==> src/rtl/mem_access_ctrl.sv <==
// MEM-stage data memory access controller: issues one request per load/store,
// stalls the pipeline until ack or timeout, and reports misaligned accesses.
module mem_access_ctrl #(
  parameter int ACK_TIMEOUT = 16
) (
  input  logic        clk,
  input  logic        reset,
  input  logic        i_MemRead,
  input  logic        i_MemWrite,
  input  logic [31:0] i_addr,
  input  logic [31:0] i_wdata,
  output logic        mem_req,
  output logic        mem_we,
  output logic [31:0] mem_addr,
  output logic [31:0] mem_wdata,
  input  logic        mem_ack,
  input  logic [31:0] mem_rdata,
  output logic        o_stall,
  output logic [31:0] o_load_data,
  output logic        o_load_valid,
  output logic        o_misaligned,
  output logic        o_timeout
);

  typedef enum logic [1:0] {
    ST_IDLE = 2'd0,
    ST_BUSY = 2'd1,
    ST_DONE = 2'd2
  } state_t;

  localparam logic [7:0] CNT_LIMIT = 8'(ACK_TIMEOUT - 1);

  state_t     state_r;
  state_t     state_next_s;
  logic [7:0] cnt_r;
  logic       req_s;
  logic       aligned_s;
  logic       start_s;
  logic       busy_s;
  logic       ack_s;
  logic       timeout_hit_s;

  // Decode of the incoming request and the BUSY-state completion events.
  always_comb begin
    req_s         = i_MemRead | i_MemWrite;
    aligned_s     = (i_addr[1:0] == 2'b00);
    start_s       = (state_r == ST_IDLE) && req_s && aligned_s;
    busy_s        = (state_r == ST_BUSY);
    ack_s         = busy_s && mem_ack;
    // Ack has priority: a timeout only fires in a cycle without ack.
    timeout_hit_s = busy_s && !mem_ack && (cnt_r == CNT_LIMIT);
  end

  // State register.
  always_ff @(posedge clk or posedge reset) begin
    if (reset) begin
      state_r <= ST_IDLE;
    end else begin
      state_r <= state_next_s;
    end
  end

  // Next-state logic.
  always_comb begin
    state_next_s = state_r;
    case (state_r)
      ST_IDLE: begin
        if (req_s) begin
          state_next_s = aligned_s ? ST_BUSY : ST_DONE;
        end else begin
          state_next_s = ST_IDLE;
        end
      end
      ST_BUSY: begin
        if (ack_s || timeout_hit_s) begin
          state_next_s = ST_DONE;
        end else begin
          state_next_s = ST_BUSY;
        end
      end
      ST_DONE: state_next_s = ST_IDLE;
      default: state_next_s = ST_IDLE;
    endcase
  end

  // Outputs decoded from state; reset masks the combinational stall/misaligned paths.
  always_comb begin
    mem_req      = busy_s;
    o_stall      = 1'b0;
    o_misaligned = 1'b0;
    if (reset) begin
      o_stall      = 1'b0;
      o_misaligned = 1'b0;
    end else begin
      o_stall      = start_s || busy_s;
      o_misaligned = (state_r == ST_IDLE) && req_s && !aligned_s;
    end
  end

  // Request attributes are captured once on entry to BUSY and held throughout.
  always_ff @(posedge clk or posedge reset) begin
    if (reset) begin
      mem_we    <= 1'b0;
      mem_addr  <= 32'd0;
      mem_wdata <= 32'd0;
    end else if (start_s) begin
      mem_we    <= i_MemWrite;
      mem_addr  <= i_addr;
      mem_wdata <= i_wdata;
    end else begin
      mem_we    <= mem_we;
      mem_addr  <= mem_addr;
      mem_wdata <= mem_wdata;
    end
  end

  // Saturating count of BUSY cycles without ack.
  always_ff @(posedge clk or posedge reset) begin
    if (reset) begin
      cnt_r <= 8'd0;
    end else if (start_s) begin
      cnt_r <= 8'd0;
    end else if (busy_s && !mem_ack && (cnt_r != 8'hFF)) begin
      cnt_r <= cnt_r + 8'd1;
    end else begin
      cnt_r <= cnt_r;
    end
  end

  // Completion results; the pulses land exactly in the DONE cycle.
  always_ff @(posedge clk or posedge reset) begin
    if (reset) begin
      o_load_data  <= 32'd0;
      o_load_valid <= 1'b0;
      o_timeout    <= 1'b0;
    end else begin
      o_load_valid <= ack_s && !mem_we;
      o_timeout    <= timeout_hit_s;
      if (ack_s && !mem_we) begin
        o_load_data <= mem_rdata;
      end else if (timeout_hit_s) begin
        o_load_data <= 32'd0;
      end else begin
        o_load_data <= o_load_data;
      end
    end
  end

endmodule

==> config.mk <==
export PLATFORM = sky130hd
export DESIGN_NAME = mem_access_ctrl
export DESIGN_NICKNAME = d
export VERILOG_FILES = /design/src/rtl/mem_access_ctrl.sv
export SDC_FILE = /design/constraint.sdc
export NUM_CORES = 1
export LEC_CHECK = 0
export BUFFER_PORTS_ARGS = -buffer_cell sky130_fd_sc_hd__clkbuf_2
export CAP_MARGIN = 20
export CORE_UTILIZATION = 40
export CTS_CLUSTER_DIAMETER = 150
export DETAILED_ROUTE_END_ITERATION = 12
export GPL_TIMING_DRIVEN = 1
export PLACE_DENSITY = 0.73
export SETUP_SLACK_MARGIN = 0.3
export SKIP_LAST_GASP = 1
export SLEW_MARGIN = 40
export SYNTH_ARGS = -nofsm -noshare
export SYNTH_HDL_FRONTEND = slang
export SYNTH_SLANG_ARGS = --single-unit
==> constraint.sdc <==
create_clock -name clk -period 3 [get_ports clk]
set_input_delay 0.3 -clock clk [delete_from_list [all_inputs] [get_ports clk]]
set_output_delay 0.3 -clock clk [all_outputs]
set_load 0.005 [all_outputs]
# Word-level counts from Yosys, hierarchy flattened
# Index checks and enable logic that the tools add are counted.
# totals
mem_count,0
rom_bits,0
ff_bits,109
latchBits,0
mem_bits_rw,0
in_bits,101
# op_classes
magnitude_cmp,0
reduce_logical,17
shifts,0
n_mux,10
eq_ne,3
mul,0
n_addsub,1
bitwise_logic,1
n_div,0
# op_table
operator,n
$mux 32,2
$mux 8,2
$add 8x1->8 const B,1
$eq 8x4->1 const B,1
$logic_and 1x1->1,8
$ne 8x8->1 const B,1
$mux 2,3
$logic_not 2->1,2
$pmux 2 s2,1
$reduce_bool 2->1,2
$logic_not 1->1,3
$eq 2x1->1 const B,1
$logic_or 1x1->1,2
$mux 1,2
$or 1x1->1,1

# Logic depth before layout (Yosys ltp)
# Gate-level depths: netlist of the first run.
# depth
depth_word,6
depth_mapped,7
mapped_depth_nobuf,5

# Least setup slack after synthesis of the first run
# Ideal clock, no wire load.
# synth_timing
kind,register to register
startpoint,register cnt_r[4]
endpoint,register o_load_data[0]
period_less_slack_ps,1659
n_path_buf,1
t_arrival_ps,1532
slack_ps,1341
required_ps,2874
path_stages_with_launch,5
cell_sequence,dfrtp_1 -> or4_4 -> nor4_4 -> buf_6 -> o21ai_0
# synth_between
elab_chain_len,3
# synth_rtl
element,line_no,rtl
start: declaration,35,logic [7:0] cnt_r;
start signal: assignment,124,cnt_r <= cnt_r + 8'd1;
start signal: assignment,126,cnt_r <= cnt_r;
$eq 8x4->1,51,timeout_hit_s = busy_s && !mem_ack && (cnt_r == CNT_LIMIT);
$logic_and 1x1->1,51,
$reduce_bool 2->1 (no source line),n/a,
end signal: assignment,140,o_load_data <= mem_rdata;
end signal: assignment,144,o_load_data <= o_load_data;
end: declaration,19,"output logic [31:0] o_load_data,"
# No other way between the ends.
# A chain may end at the register's enable or synchronous reset.

# Worst setup path after layout of the first run
# layout_timing
startpoint,register cnt_r[4]
endpoint,register o_load_data[29]
# Same word-level chain as after synthesis.

==> flow_metrics.env, run 1 <==
export IMPL_seqCellArea_um2=2730
export IMPL_r2r_start="cnt_r[4]$_DFFE_PP0P_"
export IMPL_utilization=0.549
export IMPL_place_hpwl_um=7420
export IMPL_grt_pass1_vias=3461
export IMPL_drt_total_wl_um=9830
export IMPL_vias=3372
export IMPL_finalSetupViolCount=0
export IMPL_finalCritPeriodShare=0.655
export IMPL_cap_violations=0
export IMPL_max_freq_mhz=509
export IMPL_worstPathMaxFanout=29
export IMPL_n_antenna_cell=0
export IMPL_rrSetupSlack_ps=1040
export IMPL_crit_path_max_incr_delay_ps=580
export IMPL_grt_pass1_wl_um=16000
export IMPL_start_util=0.415
export IMPL_powerDensity_nw_per_um2=819
export IMPL_pre_cts_ws_ps=1010
export IMPL_overflow=0
export IMPL_p_leak_uw=0.00292
export IMPL_clk_path_buf_depth=2
export IMPL_path_cells="or4_4, nor4_4, buf_4, o21ai_0"
export IMPL_critPathKind="flip-flop to flip-flop"
export IMPL_dieWidth_um=106
export IMPL_min_path_type="primary input to flip-flop"
export IMPL_fin_skew_ps=21.3
export IMPL_final_cells=686
export IMPL_synth_main_ff_cell="dfrtp_1"
export IMPL_cp_start_kind="flip-flop"
export IMPL_min_path_cells=3
export IMPL_worst_ep_required_time_ps=3240
export IMPL_synthMuxAreaShare=0.167
export IMPL_drtPass1Iterations=4
export IMPL_critPathCaptureType="flip-flop"
export IMPL_synth_yosys_seq_area_share=0.634
export IMPL_hold_viol=0
export IMPL_synth_xor_area_share=0.00407
export IMPL_rows=37
export IMPL_worstMarginPinSlew_ps=765
export IMPL_path_buf_inv=1
export IMPL_async_flop_share=1.00
export IMPL_outcome="finished clean"
export IMPL_reg2reg_depth=4
export IMPL_fillers=935
export IMPL_grt_start_max_net_pins=64
export IMPL_clk_latency_ps=370
export IMPL_clock_sinks=109
export IMPL_syn_instance_count=342
export IMPL_ant_nets=0
export IMPL_io_pins=203
export IMPL_synth_area_um2=4300
export IMPL_rsz0062_at_grt="no"
export IMPL_clock_root_buffer="clkbuf_8"
export IMPL_maxSlewViolCount=0
export IMPL_period_minus_slack_ps=1960
export IMPL_synth_compound_area_share=0.0602
export IMPL_post_drt_wl_per_cell_um=14.3
export IMPL_multi_input_area_um2=1460
export IMPL_antenna_found_initial=0
export IMPL_cp_slowest_cell="or4_4"
export IMPL_cp_top_family="simple AND/OR/NAND/NOR gates"
export IMPL_fin_ws_ps=1040
export IMPL_yosys_area_share_simple=0.105
export IMPL_endpoint="o_load_data[29]$_DFFE_PP0P_"
export IMPL_drc=0
export IMPL_die_height_um=106
export IMPL_place_congestion=0.839
export IMPL_drt_initial_drc_count=200
export IMPL_timing_slew_headroom=0.490
export IMPL_synth_warning_count=0
export IMPL_final_nets=647
export IMPL_worstSetupStartpoint="cnt_r[4]$_DFFE_PP0P_"
export IMPL_ys_ff_latch=109
export IMPL_fp_coreArea_um2=10400
export IMPL_cts_made_buffers=9
export IMPL_synth_edf_count=0
export IMPL_synthAdderAreaFrac=0.00291
export IMPL_tns_ps=0
export IMPL_areaGrowthSynthToFinish_pct=32.3
export IMPL_synth_top_family_by_area="multiplexers"
export IMPL_post_cts_resized=0
export IMPL_syn_avg_cell_area_um2=12.6
export IMPL_cts_tree="built"
export IMPL_synth_distinct_cells=36
export IMPL_syn_num_nets=444
export IMPL_h_tree_depth=3
export IMPL_cp_depth=4
export IMPL_rr_endpoint="o_load_data[29]$_DFFE_PP0P_"
export IMPL_routed_via_density=4.92
export IMPL_die_area_um2=11200
export IMPL_drive_gt1_frac=0.533
export IMPL_port_buffers=202
export IMPL_grtUsageTotal=0.182
export IMPL_ir_worst_vdd_v=0.000342
export IMPL_cts_clk_slew_worst_paths_ps=110
export IMPL_critPathArrivalTime_ps=2210
export IMPL_dp_cells=669
## registers in the layout (all words and copies together), names as in the netlist
| register | flops |
|---|---|
| o_load_data | 32 |
| state_r | 2 |
| o_timeout | 1 |
| o_load_valid | 1 |
| mem_we | 1 |
| mem_addr | 32 |
| mem_wdata | 32 |
| cnt_r | 8 |
## worst min-delay path by stage
stage                                 start                    endpoint  slack (ps)
finish                         mem_rdata[5]  o_load_data[5]$_DFFE_PP0P_         130
global route                   mem_rdata[5]  o_load_data[5]$_DFFE_PP0P_         120
CTS                            mem_rdata[5]  o_load_data[5]$_DFFE_PP0P_         120
detailed placement                    reset          mem_we$_DFFE_PP0P_         380
global placement    mem_addr[1]$_DFFE_PP0P_     mem_addr[1]$_DFFE_PP0P_         470
floorplan                           mem_ack        state_r[0]$_DFF_PP0_         400
## routing by layer
layer / GRT usage / up-vias / share of wire
met3: 0.0396 / 29 / 0.069
met4: 0.101 / 0 / 0.038
met2: 0.299 / 151 / 0.49
met5: 0 / - / 0
met1: 0.223 / 1617 / 0.41
li1: - / 1575 / -
## area by class of cell
| cell class | count | share of cell area |
|---|---|---|
| clock buffer | 10 | 0.0242 |
| tap | 136 | 0.0299 |
| clock inverter | 6 | 0.0112 |
| multi-input combinational | 212 | 0.257 |
| sequential | 109 | 0.479 |
| timing repair buffer | 209 | 0.195 |
| inverter | 4 | 0.00330 |
## placed cells by master, fill, tap and decap left out, types with 2 or more instances in the layout
cell | Yosys | routed
inv_1 | 4 | 2
nand2b_1 | 2 | 2
clkbuf_2 | 0 | 202
inv_8 | 0 | 2
mux2_2 | 63 | 63
buf_12 | 0 | 2
o211ai_1 | 2 | 2
nand3_1 | 6 | 6
o21ai_1 | 5 | 5
and2_1 | 5 | 5
a21oi_1 | 2 | 2
nand2_1 | 70 | 70
dfrtp_1 | 109 | 109
and3_1 | 3 | 3
o21ai_0 | 30 | 30
buf_4 | 0 | 3
clkbuf_8 | 0 | 10
nor2_1 | 4 | 4
clkinvlp_4 | 0 | 2
## Yosys cell counts, types with 3 or more instances
library cell	instances	area (um2)
o21ai_0	30	150
and3_1	3	18.8
and2_1	5	31.3
inv_1	4	15.0
nand3_1	6	30.0
clkbuf_1	5	18.8
nor2_1	4	15.0
buf_2	9	45.0
nand2_1	70	263
buf_6	3	33.8
o21ai_1	5	25.0
dfrtp_1	109	2730
mux2_2	63	709
## cell families (layout without fill, tap and decap cells)
family,after synthesis,after routing
flops,109,109
simple gates,99,99
mux,64,64
compound gates,46,46
buf+inv,21,229
xor+xnor,2,2
fa+ha+maj,1,1
## stage by stage
step / cell area [um2] / hold WS (ps) / power, uW
2_1_floorplan: 4300 / 402 / 3000
3_3_place_gp: 5450 / 471 / 3760
3_5_place_dp: 5480 / 375 / 3840
4_1_cts: 5690 / 117 / 4730
5_1_grt: 5690 / 118 / 4990
6_report: 5690 / 133 / 4660
## power breakdown
part	internal, uW	total (uW)	switching (uW)
registers	2050	2370	319
logic	797	1410	611
clock network	348	876	528
## worst register-to-register path: stages, from the launching register on
cell and delay, ps:
dfrtp_1 460, or4_4 580, nor4_4 310, buf_4 350
o21ai_0 160
## repair_timing
| action | 4_1_cts | 5_1_grt |
|---|---|---|
| endpoints found under the setup margin | 0 | 0 |
| endpoints found under the hold margin | 16 | 0 |
| setup buffers | 0 | 0 |
| hold buffers | 1 | 0 |
Power figures use the tool's default switching activity.
==> run 2: changes to the inputs <==
- ABC_AREA: unset -> 1
- PLACE_DENSITY: 0.73 -> 0.69
- clock period: 3 -> 1.9 ns (I/O delays scaled with it)
==> flow_metrics.env, run 2 <==
export IMPL_p_int_uw=5320
export IMPL_start_util=0.410
export IMPL_synth_main_ff_cell="dfrtp_1"
export IMPL_finalCritPeriodShare=0.813
export IMPL_drt_total_wl_um=11000
export IMPL_wl_met2_um=5330
export IMPL_ys_top_cells_by_count="nand2_1, dfrtp_1, inv_1, o21ai_1, nand3_1"
export IMPL_rows=39
export IMPL_finalSetupViolCount=0
export IMPL_clock_root_buffer="clkbuf_16"
export IMPL_yosys_area_top_type_share=0.582
export IMPL_synth_yosys_seq_area_share=0.582
export IMPL_p_leak_uw=0.00358
export IMPL_cts_clk_slew_worst_paths_ps=70
export IMPL_synth_area_um2=4680
export IMPL_drt_initial_drc_count=213
export IMPL_die_height_um=110
export IMPL_pwr_share_comb=0.282
export IMPL_outcome="finished clean"
export IMPL_drc=0
export IMPL_synth_top_area_cell="dfrtp_1"
export IMPL_cp_start_kind="flip-flop"
export IMPL_seqCellArea_um2=2730
export IMPL_routed_via_density=4.51
export IMPL_max_freq_mhz=648
export IMPL_port_buffers=202
export IMPL_worstPathMaxFanout=5
export IMPL_cp_slowest_cell="dfrtp_1"
export IMPL_clock_sinks=109
export IMPL_grt_pass1_vias=3489
export IMPL_fin_skew_ps=5.61
export IMPL_grtUsageTotal=0.178
export IMPL_vias=3832
export IMPL_top_layer="met4"
export IMPL_syn_instance_count=503
export IMPL_die_area_um2=12100
export IMPL_drive_gt1_frac=0.386
export IMPL_grt_pass1_wl_um=16400
export IMPL_h_tree_depth=3
export IMPL_n_antenna_cell=0
export IMPL_synth_warning_count=0
export IMPL_drtPass1Iterations=5
export IMPL_hold_viol=0
export IMPL_grt_start_max_net_pins=91
export IMPL_ant_nets=0
export IMPL_fillers=1069
export IMPL_critPathKind="flip-flop to output pin"
export IMPL_rsz0062_at_grt="yes"
export IMPL_areaGrowthSynthToFinish_pct=30.3
export IMPL_synth_area_leaders="dfrtp_1, nand2_1, inv_1, o21ai_1, nand3_1"
export IMPL_final_common_cell="clkbuf_2"
export IMPL_wl_met3_um=586
export IMPL_powerDensity_nw_per_um2=1270
export IMPL_path_cells="nor2_4, nand3_4, a21oi_2, clkbuf_2"
export IMPL_cts_tree="built"
export IMPL_worst_ep_required_time_ps=1710
export IMPL_tns_ps=0
export IMPL_final_cell_mix="clkbuf_2, nand2_1, dfrtp_1"
export IMPL_critPathArrivalTime_ps=1350
export IMPL_place_hpwl_um=7980
export IMPL_worstMarginPinSlew_ps=449
export IMPL_clkPwrFrac=0.243
export IMPL_utilization=0.535
export IMPL_crit_path_max_incr_delay_ps=420
export IMPL_post_dp_cell_area_um2=5740
export IMPL_p_sw_frac=0.315
export IMPL_critPathCaptureType="output pin"
export IMPL_syn_num_nets=605
export IMPL_io_pins=203
export IMPL_synth_edf_count=0
export IMPL_reg_top3="mem_addr (32), mem_wdata (32), o_load_data (32)"
export IMPL_async_flop_share=1.00
export IMPL_clk_latency_ps=340
export IMPL_clk_path_buf_depth=2
export IMPL_seqPwrFrac=0.475
export IMPL_overflow=0
export IMPL_period_minus_slack_ps=1540
export IMPL_synth_distinct_cells=27
export IMPL_antenna_found_initial=0
export IMPL_final_area_um2=6100
export IMPL_multi_input_area_um2=1480
export IMPL_wl_met1_um=4840
export IMPL_fp_coreArea_um2=11400
export IMPL_synth_most_common_cell="nand2_1"
export IMPL_final_nets=804
export IMPL_ys_ff_latch=109
export IMPL_timing_slew_headroom=0.700
export IMPL_cts_made_buffers=9
export IMPL_ir_worst_vdd_v=0.000727
export IMPL_min_path_type="primary input to flip-flop"
export IMPL_place_congestion=0.824
export IMPL_dieWidth_um=110
export IMPL_cap_violations=0
export IMPL_post_drt_wl_per_cell_um=12.9
export IMPL_syn_avg_cell_area_um2=9.31
export IMPL_worst_hold_slack_ps=45.7
export IMPL_maxSlewViolCount=0
export IMPL_p_switching_uw=2440
[run 2: worst max-delay path: cells and delay by family (launching register included)]
family                 cells  cell delay (ps)
AO/OA/AOI/OAI              1              160
buffers and inverters      1              120
AND/OR/NAND/NOR            2              310
flip-flops                 1              420
[run 2: final cells by class]
class | instances | area share
tap | 143 | 0.0293
multi-input combinational | 293 | 0.242
sequential | 109 | 0.447
inverter | 79 | 0.0504
timing repair buffer | 210 | 0.182
clock buffer | 10 | 0.0391
clock inverter | 6 | 0.0100
[run 2: path summary, 6_finish.rpt]
kind                       slack (ps)               startpoint  cells past startpoint                           to
min reg2reg                       470  mem_addr[0]$_DFFE_PP0P_                      2      mem_addr[0]$_DFFE_PP0P_
max in group asynchronous         830                    reset                      4    mem_wdata[21]$_DFFE_PP0P_
min in group asynchronous         440                    reset                      3     mem_wdata[1]$_DFFE_PP0P_
max                               360     state_r[1]$_DFF_PP0_                      4                      o_stall
max reg2reg                       390     cnt_r[0]$_DFFE_PP0P_                      6   o_load_data[2]$_DFFE_PP0P_
min                                50            mem_rdata[11]                      3  o_load_data[11]$_DFFE_PP0P_
[run 2: timing repair]
action / in CTS / in global routing
hold buffers: 1 / 0
pin swaps: 0 / 1
endpoints found under the hold margin: 16 / 0
cloned: 0 / 2
endpoints found under the setup margin: 1 / 34
resized for setup: 1 / 5
buffers inserted: 0 / 1
[run 2: power groups by stage]
stage	clock [uW]	sequential [uW]	combinational, uW
2_1_floorplan	0	3740	993
3_3_place_gp	0	3680	2150
3_5_place_dp	0	3710	2240
4_1_cts	1960	3690	2240
5_1_grt	2030	3780	2500
6_report	1890	3680	2190
[run 2: stage by stage]
stage	total power [uW]	instances	worst slack, ps
floorplan	4730	503	395
detailed placement	5950	830	335
finish	7760	850	356
global placement	5820	830	426
global route	8320	850	274
CTS	7880	847	304
[run 2: per-layer routing]
metal  global-route usage  vias up
met1                0.227     1751
met3               0.0417       15
met2                0.286      117
li1                     -     1949
met5                    0        -
met4               0.0836        0
[run 2: cells by family after synthesis]
kind of cell | Yosys count | synth area share
adder cells (fa/ha/maj) | 1 | 0.00267
flip-flops | 109 | 0.582
AND/OR/NAND/NOR | 221 | 0.217
AO/OA/AOI/OAI | 67 | 0.0804
XOR/XNOR | 2 | 0.00374
buffers and inverters | 103 | 0.114
==> run 3: changes to the inputs <==
- ABC_AREA: 1 -> 0
- PLACE_DENSITY: 0.69 -> 0.7
- clock period: 1.9 -> 1.5 ns (I/O delays scaled with it)
==> flow_metrics.env, run 3 (synthesized netlist as in run 1, its figures left out) <==
export IMPL_critPathCaptureType="flip-flop"
export IMPL_final_cell_mix="clkbuf_2, dfrtp_1, dlygate4sd3_1"
export IMPL_worstPathMaxFanout=15
export IMPL_ant_nets=0
export IMPL_final_cells=814
export IMPL_finalSetupViolCount=96
export IMPL_port_buffers=202
export IMPL_place_congestion=0.797
export IMPL_fp_coreArea_um2=10400
export IMPL_clock_sinks=109
export IMPL_ir_worst_vdd_v=0.000864
export IMPL_die_height_um=106
export IMPL_period_minus_slack_ps=1720
export IMPL_dieWidth_um=106
export IMPL_drc=0
export IMPL_fin_ws_ps=-223
export IMPL_grtUsageTotal=0.218
export IMPL_max_freq_mhz=580
export IMPL_vias=3917
export IMPL_rows=37
export IMPL_start_util=0.415
export IMPL_reg_top3="mem_addr (32), mem_wdata (32), o_load_data (32)"
export IMPL_cts_tree="built"
export IMPL_worstMarginPinSlew_ps=608
export IMPL_areaGrowthSynthToFinish_pct=69.7
export IMPL_clock_root_buffer="clkbuf_8"
export IMPL_min_path_type="primary input to flip-flop"
export IMPL_clk_path_buf_depth=2
export IMPL_dp_cells=694
export IMPL_outcome="complete, but fails checks"
export IMPL_violations="setup timing"
export IMPL_critPathKind="flip-flop to flip-flop"
export IMPL_io_pins=203
export IMPL_drt_initial_drc_count=167
export IMPL_grt_start_max_net_pins=110
export IMPL_antenna_found_initial=0
export IMPL_powerDensity_nw_per_um2=1420
export IMPL_final_common_cell="clkbuf_2"
export IMPL_finalCritPeriodShare=1.15
export IMPL_cp_start_kind="flip-flop"
export IMPL_fin_skew_ps=12.3
export IMPL_path_cells="or4_4, nor4_4, buf_6, buf_16, o21ai_1"
export IMPL_cp_slowest_cell="or4_4"
export IMPL_timing_slew_headroom=0.595
export IMPL_routed_via_density=4.81
export IMPL_drt_total_wl_um=13300
export IMPL_worst_ep_required_time_ps=1740
export IMPL_n_antenna_cell=0
export IMPL_hold_viol=0
export IMPL_overflow=0
export IMPL_rsz0062_at_grt="yes"
export IMPL_clk_latency_ps=370
export IMPL_critPathArrivalTime_ps=1970
export IMPL_post_drt_wl_per_cell_um=16.3
export IMPL_fillers=675
export IMPL_place_hpwl_um=7460
export IMPL_cap_violations=0
export IMPL_tns_ps=-9280
export IMPL_drive_gt1_frac=0.552
export IMPL_crit_path_max_incr_delay_ps=550
export IMPL_p_leak_uw=0.00367
export IMPL_grt_pass1_wl_um=18900
export IMPL_cts_clk_slew_worst_paths_ps=110
export IMPL_maxSlewViolCount=0
export IMPL_grt_pass1_vias=4003
export IMPL_h_tree_depth=3
export IMPL_final_nets=775
export IMPL_cts_made_buffers=9
export IMPL_die_area_um2=11200
export IMPL_drtPass1Iterations=4
-- run 3: cell types whose count changed in the layout (fill, tap and decap cells not counted), moves of 20 or more --
| cell | before | now |
|---|---|---|
| mux2_2 | 0 | 63 |
| inv_1 | 74 | 0 |
| dlygate4sd3_1 | 1 | 86 |
| nand2_2 | 21 | 1 |
| nand3_1 | 48 | 3 |
| o21ai_1 | 50 | 13 |
| nand2_1 | 135 | 68 |
-- run 3: final cells by class --
| cell class | count | area [um2] | area share |
|---|---|---|---|
| inverter | 4 | 21.3 | 0.00291 |
| sequential | 109 | 2730 | 0.374 |
| clock inverter | 7 | 98.8 | 0.0135 |
| tap | 136 | 170 | 0.0233 |
| timing repair buffer | 337 | 2530 | 0.346 |
| multi-input combinational | 212 | 1630 | 0.223 |
| clock buffer | 9 | 124 | 0.0170 |
-- run 3: report_power, final --
group | total [uW] | internal, uW | switching [uW]
registers | 4810 | 4110 | 701
clock network | 1970 | 950 | 1020
logic | 3600 | 2090 | 1510
-- run 3: final timing paths --
kind	start	to	slack, ps	cells after the start
max	cnt_r[5]$_DFFE_PP0P_	o_load_data[21]$_DFFE_PP0P_	-220	5
min	i_addr[20]	mem_addr[20]$_DFFE_PP0P_	20	2
max reg2reg	cnt_r[5]$_DFFE_PP0P_	o_load_data[21]$_DFFE_PP0P_	-220	5
min reg2reg	mem_addr[3]$_DFFE_PP0P_	mem_addr[3]$_DFFE_PP0P_	510	1
max in group asynchronous	reset	cnt_r[6]$_DFFE_PP0P_	480	4
min in group asynchronous	reset	o_load_data[0]$_DFFE_PP0P_	520	4
-- run 3: what timing repair did --
action                                  CTS  global route
buffers inserted                          6             5
endpoints found under the setup margin  111           112
gates resized for setup                  31            48
hold buffers                             83             3
endpoints found under the hold margin   161             3
cloned                                    1             6
pin swaps                                12            24
-- run 3: metrics by stage --
stage | setup slack, ps | util | power, uW | hold WS (ps) | instance area [um2]
2_1_floorplan | -156 | - | 6060 | 236 | 4400
3_3_place_gp | -58.3 | 0.554 | 7660 | 357 | 5750
3_5_place_dp | -104 | 0.554 | 7800 | 359 | 5750
4_1_cts | -115 | 0.672 | 9980 | 0.995 | 6970
5_1_grt | -228 | 0.704 | 11000 | -9.61 | 7300
6_report | -223 | 0.704 | 10400 | 16.5 | 7300
-- run 3: critical path, delay by kind of cell, from the launching register on --
| kind | cells | cell delay, ps |
|---|---|---|
| simple gates | 2 | 750 |
| compound gates | 1 | 100 |
| buf+inv | 2 | 350 |
| flops | 1 | 400 |
-- run 3: routing by layer --
metal,track usage,share of wire,vias to the layer above
met5,0,0,-
met4,0.0923,0.022,0
met3,0.0451,0.063,21
met2,0.385,0.51,179
met1,0.255,0.40,1883
li1,-,-,1834
